**config.mk**
```make
export PLATFORM = sky130hd
export DESIGN_NAME = mux_nx1_reg
export DESIGN_NICKNAME = d
export VERILOG_FILES = /design/src/rtl/mux_nx1_reg.sv
export SDC_FILE = /design/constraint.sdc
export NUM_CORES = 1
export LEC_CHECK = 0
export BUFFER_PORTS_ARGS = -buffer_cell sky130_fd_sc_hd__buf_2
export CORE_MARGIN = 8
export CORE_UTILIZATION = 42
export CTS_CLUSTER_DIAMETER = 200
export DETAILED_ROUTE_END_ITERATION = 10
export GPL_TIMING_DRIVEN = 0
export PLACE_DENSITY = 0.89
export SLEW_MARGIN = 10
export SYNTH_ARGS = -nofsm -noshare
export SYNTH_HDL_FRONTEND = slang
export SYNTH_SLANG_ARGS = --single-unit
```
**constraint.sdc**
```tcl
create_clock -name clk -period 3.39 [get_ports clk]
set_input_delay 0.678 -clock clk [delete_from_list [all_inputs] [get_ports clk]]
set_output_delay 0.678 -clock clk [all_outputs]
set_load 0.02 [all_outputs]
```
**src/rtl/mux_nx1_reg.sv**
```systemverilog
// mux_nx1_reg: registered N-channel, W-bit multiplexer with valid/ready
// handshaking on every input channel and on the output. Several producers
// share one consumer. The output stage is one register and supports
// backpressure. When a consume and a new load happen in the same cycle,
// the new word replaces the old one with no bubble.
//
// Optional feature macro: MUX_RR_EN
//   defined   - round-robin scan mode (mode=1) and its rotation pointer
//   undefined - fixed select only, and the mode input is ignored
//
// Ports:
//   clk        clock, every state update happens on its rising edge
//   rst_n      synchronous active-low reset
//   in_data    CHANNELS*WIDTH flat bus, channel k at [k*WIDTH +: WIDTH]
//   in_valid   per-channel data valid
//   in_ready   per-channel accept (combinational, at most one bit high)
//   sel        channel chosen in fixed mode (values >= CHANNELS never grant)
//   mode       0 = fixed select, 1 = round-robin
//   out_data   registered data word
//   out_valid  out_data holds an unconsumed word
//   out_ready  consumer takes out_data this cycle
//   out_chan   index of the channel that supplied out_data
module mux_nx1_reg #(
    parameter  int WIDTH    = 8,
    parameter  int CHANNELS = 4,
    localparam int SEL_W    = $clog2(CHANNELS)
) (
    input  logic                      clk,
    input  logic                      rst_n,
    input  logic [CHANNELS*WIDTH-1:0] in_data,
    input  logic [CHANNELS-1:0]       in_valid,
    output logic [CHANNELS-1:0]       in_ready,
    input  logic [SEL_W-1:0]          sel,
    input  logic                      mode,
    output logic [WIDTH-1:0]          out_data,
    output logic                      out_valid,
    input  logic                      out_ready,
    output logic [SEL_W-1:0]          out_chan
);

    logic [WIDTH-1:0] out_data_q, out_data_d;
    logic             out_valid_q, out_valid_d;
    logic [SEL_W-1:0] out_chan_q, out_chan_d;

    logic             free;
    logic             gnt_vld;
    logic [SEL_W-1:0] gnt_idx;
    logic             xfer;

`ifdef MUX_RR_EN
    logic [SEL_W-1:0] ptr_q, ptr_d;
    logic [SEL_W-1:0] scan_idx;

    // Scan the channels starting at ptr and wrapping. The first valid
    // channel wins. ptr always stays below CHANNELS, so the modulo wraps
    // at most once.
    always_comb begin
        gnt_vld  = 1'b0;
        gnt_idx  = '0;
        scan_idx = '0;
        if (mode) begin
            for (int i = 0; i < CHANNELS; i++) begin
                scan_idx = SEL_W'((int'(ptr_q) + i) % CHANNELS);
                if (!gnt_vld && in_valid[scan_idx]) begin
                    gnt_vld = 1'b1;
                    gnt_idx = scan_idx;
                end
            end
        end else if (int'(sel) < CHANNELS) begin
            gnt_vld = in_valid[sel];
            gnt_idx = sel;
        end
    end
`else
    // Without the round-robin feature, mode has no effect.
    logic mode_unused;
    assign mode_unused = mode;

    always_comb begin
        gnt_vld = 1'b0;
        gnt_idx = '0;
        if (int'(sel) < CHANNELS) begin
            gnt_vld = in_valid[sel];
            gnt_idx = sel;
        end
    end
`endif

    // The output register can take a word when it is empty or is being
    // consumed this cycle. in_ready is held low while reset is asserted.
    assign free = !out_valid_q || out_ready;
    assign xfer = rst_n && gnt_vld && free;

    always_comb begin
        in_ready = '0;
        if (xfer) in_ready[gnt_idx] = 1'b1;
    end

    always_comb begin
        out_data_d  = out_data_q;
        out_valid_d = out_valid_q;
        out_chan_d  = out_chan_q;
        if (xfer) begin
            out_data_d  = in_data[gnt_idx*WIDTH +: WIDTH];
            out_chan_d  = gnt_idx;
            out_valid_d = 1'b1;
        end else if (out_ready) begin
            out_valid_d = 1'b0;
        end
    end

`ifdef MUX_RR_EN
    // After a round-robin grant, the next scan starts at the channel just
    // after the one granted. In fixed mode the pointer keeps its value.
    always_comb begin
        ptr_d = ptr_q;
        if (xfer && mode)
            ptr_d = (int'(gnt_idx) == CHANNELS - 1) ? '0 : gnt_idx + 1'b1;
    end

    always_ff @(posedge clk) begin
        if (!rst_n) ptr_q <= '0;
        else        ptr_q <= ptr_d;
    end
`endif

    always_ff @(posedge clk) begin
        if (!rst_n) begin
            out_data_q  <= '0;
            out_valid_q <= 1'b0;
            out_chan_q  <= '0;
        end else begin
            out_data_q  <= out_data_d;
            out_valid_q <= out_valid_d;
            out_chan_q  <= out_chan_d;
        end
    end

    assign out_data  = out_data_q;
    assign out_valid = out_valid_q;
    assign out_chan  = out_chan_q;

endmodule

```
Word level (Yosys, flattened, before mapping) --
Cells that the tools add are included.
Cells by class: magnitude comparators 2, shifts and indexed selects 1, mux-type cells 7, reduce and logical (&&, ||, !) cells 6
Operators with widths (number):
- 32-bit by 6-bit variable part select with 8-bit output | 1
- 1-bit 2-to-1 mux | 4
- 4-bit 2-to-1 mux | 1
- 1-bit logical AND | 3
- 2-bit by 3-bit < comparator with 1-bit output, second input constant | 1
- 1-bit binary-select mux with 2-bit select | 1
- 1-bit demux with 2-bit select | 1
- 2-bit by 1-bit >= comparator with 1-bit output, second input constant | 1
- 2-bit nonzero test | 1
- 1-bit logical NOT | 1
- 1-bit logical OR | 1
Storage, ports and cells: flip-flop bits (word level) 11, output and inout bits 15, word-level logic and storage cells 19

Depth between registers and ports, before layout --
Gate-level depths: netlist of the first run.
depth after elaboration 5, mapped depth 5, gate-level depth less buffers 3

Worst setup path before layout of the first run --
No wires, ideal clock.
kind input to output, from in sel[1], to out in_ready[2], arrival 1.905 ns, data required time 2.712 ns, setup slack 0.807 ns, stages 5, path buffers 2, cells stage by stage clkbuf_1 mux4_2 buf_6 nand3_1 nor3b_1
On the way: longest elaborated chain between the ends 5
RTL lines:
- from (decl) | RTL line 33 | input logic [SEL_W-1:0] sel,
- 2-bit by 3-bit < comparator with 1-bit output (not written as such), or another cell as far along | RTL line 96 | if (xfer) in_ready[gnt_idx] = 1'b1;
- 1-bit logical AND (not written as such) or 1-bit 2-to-1 mux (tied branches) | RTL line 96, 83
- 1-bit 2-to-1 mux (not written as such) or 1-bit logical AND (tied branches) | RTL line 96, 92
- 1-bit demux with 2-bit select or 1-bit logical AND (tied branches) | RTL line 96, 92
- 4-bit 2-to-1 mux * | RTL line 96
- to (decl) | RTL line 32 | output logic [CHANNELS-1:0] in_ready,
Every way passes the cells marked *; elsewhere a longest branch is shown, timed or not. The select of a mux whose other input is x is not followed.

Worst setup path in the final report of the first run --
from in sel[0], to out in_ready[2]
The elaborated chain is that of the path after synthesis.

==> results_dict.tcl, run 1 <==
set metrics [dict create \
    outcome "finished, final reports clean" \
    layout.filler_cells 159 \
    antenna_found_initial 0 \
    nNetsFinal 180 \
    unrepaired_setup_endpoints_after_global_routing "false" \
    worstRegToRegCells 4 \
    wl_per_cell_microns 14.4 \
    crit_path_max_fanout 10 \
    drc_errors 0 \
    power_density_nw_per_um2 316 \
    final-max-slew-violation-count 0 \
    post-route-period-util 0.739 \
    hold_path_class "reg2reg" \
    seqPwrFrac 0.410 \
    cts_post_setup_buffers_inserted 0 \
    timing.hold.worst.start "out_data[7]" \
    max_slew.worst_pin.slew_ns 0.429 \
    hold-path-cell-count 3 \
    p_sw_uw 105 \
    grt_max_degree 11 \
    r2r_slack_ns 2.18 \
    clockPowerShare 0.258 \
    cp_startpoint_kind "primary input" \
    fp.dieArea_sq_um 3450 \
    multi_input_area_sq_um 458 \
    finalHoldViolCount 0 \
    insertedDiodeCount 0 \
    htree_num_levels 1 \
    grt_pass1_wl_microns 3910 \
    ys.warnings.count 0 \
    min_to "out_data[7]" \
    grt.total_usage 0.143 \
    vias_per_cell 5.18 \
    critical_path_class "in2out" \
    clkSlewWorstSetupHoldPaths_ns 0.06 \
    cts_sinks 11 \
    clk_latency_ns 0.27 \
    die_h_microns 58.8 \
    crit-reg2reg-capture "out_chan[0]" \
    weighted_congestion_reported_at_the_end_of_routability_driven_placement 0.715 \
    syn-mean-instance-area_sq_um 9.72 \
    clock_skew_ns 0.00299 \
    io_buffers 54 \
    die-width_microns 58.8 \
    ff_latch_area_sq_um 220 \
    dr_total_vias 839 \
    number_of_register_bits_inferred_by_synthesis 11 \
    initial_utilization 0.445 \
    cts.root.buffer_cell "sky130_fd_sc_hd__clkbuf_4" \
    fin_setup_tns_ns 0 \
    via_count_of_the_first_global_routing_pass 920 \
    number_of_resized_instances_in_the_post_cts_repair_step 0 \
    placeableCoreArea_sq_um 1730 \
    swShare 0.304 \
    dr.first_iter.drc_count 30 \
    count_of_boundary_i_o_pins 57 \
    power_leakage_uw 0.000501 \
    post-route-min-period_ns 2.51 \
    instances_no_fill 162 \
    max_freq_ghz 0.399 \
    yosysUniqueCellTypes 22 \
    drt-pass1-iter-count 4 \
    hpwlAfterDp_microns 1920 \
    tritoncts "built" \
    cts_buffer_depth 2 \
    synth_seq_area_share 0.287 \
    crit_path_end_kind "output port" \
    post_synth_instance_area_sq_um 768 \
    rr_startpoint "out_valid" \
    row_count 15 \
    totalWireLength_microns 2340 \
    numCtsBuffers 3 \
    critical_path_arrival_ns 1.83 \
    globalRoute.totalOverflow 0 \
    dp.cells 158 \
    max-slew-margin-rel 0.714 \
    layout-area-overhead-vs-synth_pct 42.7 \
    max_cap_violations 0 \
    layout.cells.most_common "sky130_fd_sc_hd__buf_2" \
    mapped_cells 79 \
    top_library_cells_by_usage_in_the_layout_fill_and_taps_aside "sky130_fd_sc_hd__buf_2, sky130_fd_sc_hd__inv_1, sky130_fd_sc_hd__dfxtp_1" \
    drt.antenna.violating_nets 0 \
    share_comb_of_total_power 0.333 \
    drive_above_1_share 0.526 \
    setup-violations-final 0 \
    hold_buffers 0 \
    synth_nets 121 \
    peak_supply_drop_mv 0.158 \
    worst-endpoint-required_ns 2.71 \
    cellInternalPower_uw 241 \
]
-- stage by stage --
| stage | total power [uW] | hold WS [ns] | util | cell area, sq um | setup slack [ns] |
|---|---|---|---|---|---|
| 2_1_floorplan | 218 | 0.609 | - | 768 | 0.807 |
| 3_3_place_gp | 257 | 0.519 | 0.620 | 1070 | 0.901 |
| 3_5_place_dp | 260 | 0.525 | 0.620 | 1070 | 0.880 |
| 4_1_cts | 346 | 0.534 | 0.635 | 1100 | 0.876 |
| 5_1_grt | 366 | 0.561 | 0.635 | 1100 | 0.785 |
| 6_report | 346 | 0.532 | 0.635 | 1100 | 0.885 |
-- kinds of logic after synthesis --
group,share of synthesized area
buffers and inverters,0.117
multiplexers,0.278
AND/OR/NAND/NOR,0.132
AO/OA/AOI/OAI,0.186
flip-flops,0.287
-- how the worst max path moves through the flow --
stage / slack, ns / endpoint / cells past startpoint / startpoint
after floorplan: 0.81 / in_ready[2] / 5 / sel[1]
after global placement: 0.90 / in_ready[2] / 6 / sel[0]
after detailed placement: 0.88 / in_ready[2] / 6 / sel[1]
after CTS: 0.88 / in_ready[2] / 6 / sel[1]
after global routing: 0.79 / in_ready[2] / 6 / out_ready
final: 0.88 / in_ready[2] / 6 / sel[0]
-- state kept, by name, summed over array words and instances (netlist names) --
name       cells
out_data       8
out_chan       2
out_valid      1
-- routing by layer --
layer  part of all wire  up-vias  GRT usage
met5                  0        -          0
met4              0.032        0     0.0887
met3              0.074        7     0.0370
met2               0.48       45      0.235
met1               0.42      371      0.162
li1                   -      416          -
-- Yosys cell counts --
cell | count | area [sq um]
sky130_fd_sc_hd__dfxtp_1 | 11 | 220
sky130_fd_sc_hd__inv_1 | 11 | 41.3
sky130_fd_sc_hd__a21oi_1 | 10 | 50.1
sky130_fd_sc_hd__mux4_2 | 9 | 203
sky130_fd_sc_hd__nand4_1 | 9 | 56.3
sky130_fd_sc_hd__a31o_1 | 8 | 70.1
sky130_fd_sc_hd__clkbuf_1 | 4 | 15.0
sky130_fd_sc_hd__buf_2 | 3 | 15.0
sky130_fd_sc_hd__a31o_2 | 1 | 8.76
sky130_fd_sc_hd__a31oi_1 | 1 | 6.26
sky130_fd_sc_hd__and2_1 | 1 | 6.26
sky130_fd_sc_hd__and4_1 | 1 | 8.76
sky130_fd_sc_hd__buf_1 | 1 | 3.75
sky130_fd_sc_hd__buf_6 | 1 | 11.3
sky130_fd_sc_hd__clkinv_1 | 1 | 3.75
sky130_fd_sc_hd__mux2_2 | 1 | 11.3
sky130_fd_sc_hd__nand2b_1 | 1 | 6.26
sky130_fd_sc_hd__nand3_1 | 1 | 5.00
sky130_fd_sc_hd__nor2b_1 | 1 | 6.26
sky130_fd_sc_hd__nor3_1 | 1 | 5.00
sky130_fd_sc_hd__nor3b_1 | 1 | 7.51
sky130_fd_sc_hd__o21a_1 | 1 | 7.51
-- area by class of cell --
cell class              count  share of cell area
plain buffers               9              0.0411
inverters                  12              0.0411
multi-input cells          47               0.418
well taps                  25              0.0285
clock buffers               4              0.0240
flip-flops and latches     11               0.201
repair buffers             54               0.247
-- power groups by stage --
stage                     Clock (uW)  Sequential, uW  Combinational (uW)
after detailed placement           0             145                 115
after floorplan                    0             156                61.8
final                           89.2             142                 115
after global routing            97.3             143                 126
after CTS                       88.7             142                 115
after global placement             0             144                 113
-- critical path, stage by stage --
cell	delay, ns
sky130_fd_sc_hd__buf_2	0.12
sky130_fd_sc_hd__mux4_2	0.55
sky130_fd_sc_hd__buf_6	0.17
sky130_fd_sc_hd__nand3_1	0.09
sky130_fd_sc_hd__nor3b_1	0.06
sky130_fd_sc_hd__buf_2	0.17
Power figures use the tool's default switching activity.
==> run 2, diff against run 1 <==
- CORE_UTILIZATION: 42 -> 35
- PLACE_DENSITY: 0.89 -> 0.8
- clock period: 3.39 -> 2.2 ns (I/O delays scaled with it)
==> results_dict.tcl, run 2 (synthesized netlist as in run 1, its figures left out) <==
set metrics [dict create \
    insertedDiodeCount 0 \
    p_sw_uw 169 \
    ff_latch_area_sq_um 220 \
    cts.root.buffer_cell "sky130_fd_sc_hd__clkbuf_4" \
    drt-pass1-iter-count 4 \
    max_slew.worst_pin.slew_ns 0.410 \
    drive_above_1_share 0.533 \
    numCtsBuffers 3 \
    crit_path_end_kind "output port" \
    cp_startpoint_kind "primary input" \
    cellInternalPower_uw 371 \
    hold_path_class "in2reg" \
    antenna_found_initial 0 \
    layout.filler_cells 217 \
    die_h_microns 62.9 \
    setup-violations-final 0 \
    rr_startpoint "out_valid" \
    dr.first_iter.drc_count 19 \
    count_of_boundary_i_o_pins 57 \
    clockPowerShare 0.262 \
    via_count_of_the_first_global_routing_pass 943 \
    critical_path.cell_chain "clkbuf_1 -> mux4_2 -> buf_6 -> nand3_1 -> nor3b_1 -> buf_2" \
    worst-endpoint-required_ns 1.76 \
    multi_input_area_sq_um 458 \
    cts_buffer_depth 2 \
    vias_per_cell 5.03 \
    layout-area-overhead-vs-synth_pct 43.3 \
    initial_utilization 0.358 \
    totalWireLength_microns 2480 \
    post-route-period-util 0.944 \
    number_of_resized_instances_in_the_post_cts_repair_step 0 \
    grt.total_usage 0.128 \
    seqPwrFrac 0.403 \
    grt_max_degree 11 \
    layout.cells.most_common "sky130_fd_sc_hd__buf_2" \
    drc_errors 0 \
    hold_buffers 0 \
    swShare 0.313 \
    timing.hold.worst.start "rst_n" \
    largest_register_ffs 8 \
    grt_pass1_wl_microns 4220 \
    cts_sinks 11 \
    crit_path_max_fanout 10 \
    clock_skew_ns 0.000188 \
    critical_path_class "in2out" \
    nNetsFinal 180 \
    fp.dieArea_sq_um 3950 \
    tritoncts "built" \
    power_leakage_uw 0.000503 \
    cts_post_setup_buffers_inserted 0 \
    worstSetupStartpoint "sel[1]" \
    die-width_microns 62.9 \
    wl_per_cell_microns 15.0 \
    post-route-min-period_ns 2.08 \
    finalHoldViolCount 0 \
    dr_total_vias 830 \
    peak_supply_drop_mv 0.194 \
    row_count 17 \
    unrepaired_setup_endpoints_after_global_routing "false" \
    outcome "finished, final reports clean" \
    share_comb_of_total_power 0.334 \
    weighted_congestion_reported_at_the_end_of_routability_driven_placement 0.810 \
    fin_area_sq_um 1100 \
    placeableCoreArea_sq_um 2150 \
    max-slew-margin-rel 0.727 \
    drt.antenna.violating_nets 0 \
    placedInstanceArea_sq_um 1070 \
    max_freq_ghz 0.482 \
    critical-path-max-stage-delay_ns 0.30 \
    top_library_cells_by_usage_in_the_layout_fill_and_taps_aside "sky130_fd_sc_hd__buf_2, sky130_fd_sc_hd__inv_1, sky130_fd_sc_hd__dfxtp_1" \
    critical_path_arrival_ns 1.64 \
    fin_setup_tns_ns 0 \
    final-max-slew-violation-count 0 \
    max_cap_violations 0 \
    power_density_nw_per_um2 491 \
    clkSlewWorstSetupHoldPaths_ns 0.07 \
    clk_latency_ns 0.27 \
    globalRoute.totalOverflow 0 \
    critPathSlowestCell "sky130_fd_sc_hd__mux4_2" \
    htree_num_levels 1 \
    io_buffers 54 \
]
run 2: cell types whose count changed in the layout (fill, tap and decap cells not counted):
cell,before,now
sky130_fd_sc_hd__clkbuf_2,0,1
sky130_fd_sc_hd__clkbuf_1,5,4
run 2: metal layers:
| layer | GRT usage | wire, microns | vias to the layer above |
|---|---|---|---|
| met5 | 0 | 0 | - |
| met4 | 0.0513 | 31 | 0 |
| met3 | 0.0538 | 222 | 5 |
| met2 | 0.211 | 1160 | 36 |
| met1 | 0.143 | 1070 | 375 |
| li1 | - | - | 414 |
run 2: critical path: cells and delay by family:
family	cells	cell delay, ns
buf+inv	3	0.58
mux	1	0.30
simple gates	2	0.31
run 2: final timing paths:
path	to	slack (ns)	cells past startpoint
max	in_ready[2]	0.12	6
min	out_data[0]	0.52	3
max reg2reg	out_data[7]	1.04	4
min reg2reg	out_data[1]	0.53	3
run 2: per-stage QoR:
stage	total power, uW	setup WS [ns]	hold WS [ns]	utilization	std cells
after floorplan	335	0.0928	0.609	-	79
after global placement	397	0.180	0.521	0.500	161
after detailed placement	404	0.131	0.521	0.500	161
after CTS	539	0.120	0.523	0.512	165
after global routing	567	0.0205	0.557	0.513	165
final	541	0.123	0.521	0.513	165
run 2: power by group through the flow:
stage,logic (uW),registers (uW),clock network [uW]
after floorplan,95.3,240,0
after global placement,175,222,0
after detailed placement,181,223,0
after CTS,182,218,139
after global routing,199,220,149
final,181,218,142
run 2: cell type report:
class,count,share of cell area
timing repair buffer,54,0.245
tap,28,0.0318
inverter,12,0.0409
multi-input combinational,47,0.416
sequential,11,0.200
clock buffer,4,0.0239
buffer,9,0.0420
==> run 3, diff against run 2 <==
- PLACE_DENSITY: 0.8 -> 0.82
==> results_dict.tcl, run 3 (synthesized netlist as in run 1, its figures left out) <==
set metrics [dict create \
    clk_latency_ns 0.27 \
    layout.filler_cells 226 \
    place_ws_ns 0.137 \
    top_library_cells_by_usage_in_the_layout_fill_and_taps_aside "sky130_fd_sc_hd__buf_2, sky130_fd_sc_hd__inv_1, sky130_fd_sc_hd__dfxtp_1" \
    count_of_boundary_i_o_pins 57 \
    hold_path_class "in2reg" \
    hold-path-cell-count 3 \
    die_h_microns 62.9 \
    drc_errors 0 \
    worstSetupStartpoint "sel[0]" \
    tritoncts "built" \
    io_buffers 54 \
    post-route-period-util 0.921 \
    hold_buffers 0 \
    wl_per_cell_microns 14.9 \
    critical_path_class "in2out" \
    dr.first_iter.drc_count 18 \
    largest_register_ffs 8 \
    crit-reg2reg-capture "out_data[6]" \
    globalRoute.totalOverflow 0 \
    layout.cells.most_common "sky130_fd_sc_hd__buf_2" \
    crit_path_end_kind "output port" \
    max-slew-margin-rel 0.729 \
    clock_skew_ns 0.00258 \
    worst-endpoint-required_ns 1.76 \
    cts_buffer_depth 2 \
    antenna_found_initial 0 \
    grt.total_usage 0.120 \
    drive_above_1_share 0.540 \
    drt-pass1-iter-count 4 \
    max_freq_ghz 0.493 \
    cts_sinks 11 \
    totalWireLength_microns 2460 \
    rr_startpoint "out_valid" \
    power_leakage_uw 0.000506 \
    grt_max_degree 11 \
    post-route-min-period_ns 2.03 \
    vias_per_cell 5.10 \
    max_slew.worst_pin.slew_ns 0.406 \
    worstRegToRegCells 4 \
    final-max-slew-violation-count 0 \
    weighted_congestion_reported_at_the_end_of_routability_driven_placement 0.802 \
    htree_num_levels 1 \
    numCtsBuffers 3 \
    outcome "finished, final reports clean" \
    cts_post_setup_buffers_inserted 0 \
    hpwlAfterDp_microns 2160 \
    r2r_slack_ns 1.01 \
    cts.root.buffer_cell "sky130_fd_sc_hd__clkbuf_4" \
    fp.dieArea_sq_um 3950 \
    min_to "out_data[0]" \
    via_count_of_the_first_global_routing_pass 851 \
    die-width_microns 62.9 \
    clkSlewWorstSetupHoldPaths_ns 0.08 \
    finalHoldViolCount 0 \
    drt.antenna.violating_nets 0 \
    max_cap_violations 0 \
    dr_total_vias 841 \
    setup-violations-final 0 \
    power.total_uw 541 \
    power_density_nw_per_um2 491 \
    timing.hold.worst.start "rst_n" \
    cp_startpoint_kind "primary input" \
    peak_supply_drop_mv 0.241 \
    critical_path_arrival_ns 1.59 \
    initial_utilization 0.358 \
    placeableCoreArea_sq_um 2150 \
    layout-area-overhead-vs-synth_pct 43.5 \
    row_count 17 \
    fin_setup_tns_ns 0 \
    nNetsFinal 180 \
    postLayoutSetupSlackWorst_ns 0.173 \
    unrepaired_setup_endpoints_after_global_routing "false" \
    number_of_resized_instances_in_the_post_cts_repair_step 0 \
    insertedDiodeCount 0 \
    crit_path_max_fanout 10 \
    grt_pass1_wl_microns 3930 \
]
==> run 3: changes by cell type in the layout (fill, tap and decap cells not counted) <==
cell	before	now
sky130_fd_sc_hd__clkbuf_1	4	3
sky130_fd_sc_hd__clkbuf_2	1	2
==> run 3: metrics by stage <==
| step | area (sq um) | utilization | cells | hold WS [ns] |
|---|---|---|---|---|
| 6_report | 1100 | 0.513 | 165 | 0.526 |
| 3_5_place_dp | 1070 | 0.500 | 161 | 0.522 |
| 2_1_floorplan | 768 | - | 79 | 0.609 |
| 4_1_cts | 1100 | 0.512 | 165 | 0.524 |
| 3_3_place_gp | 1070 | 0.500 | 161 | 0.521 |
| 5_1_grt | 1100 | 0.513 | 165 | 0.549 |
==> run 3: metal layers <==
layer	GRT usage	share of wire
met1	0.124	0.40
met2	0.203	0.49
met3	0.0609	0.11
met4	0.0427	0.0041
met5	0	0
==> run 3: power breakdown <==
part	internal (uW)	switching, uW
Combinational	88.8	90.9
Clock	70.1	73.2
Sequential	212	5.98
Total	371	170
==> run 3: worst max path at each step <==
stage / to / slack (ns) / depth (start not counted)
after floorplan: in_ready[2] / 0.09 / 5
after global placement: in_ready[2] / 0.18 / 6
after detailed placement: in_ready[2] / 0.14 / 6
after CTS: in_ready[2] / 0.12 / 6
after global routing: in_ready[2] / 0.07 / 6
final: in_ready[2] / 0.17 / 6
==> run 3: worst max-delay path, stage by stage <==
cell and delay, ns:
sky130_fd_sc_hd__buf_2 0.12, sky130_fd_sc_hd__mux4_2 0.54, sky130_fd_sc_hd__buf_6 0.16, sky130_fd_sc_hd__nand3_1 0.10, sky130_fd_sc_hd__nor3b_1 0.06, sky130_fd_sc_hd__buf_2 0.17
==> run 3: cell type report <==
class	instances	area (sq um)	share of cell area
inverters	12	45.0	0.0409
multi-input cells	47	458	0.415
flip-flops and latches	11	220	0.200
clock buffers	4	26.3	0.0238
well taps	28	35.0	0.0318
repair buffers	54	270	0.245
plain buffers	9	47.5	0.0431
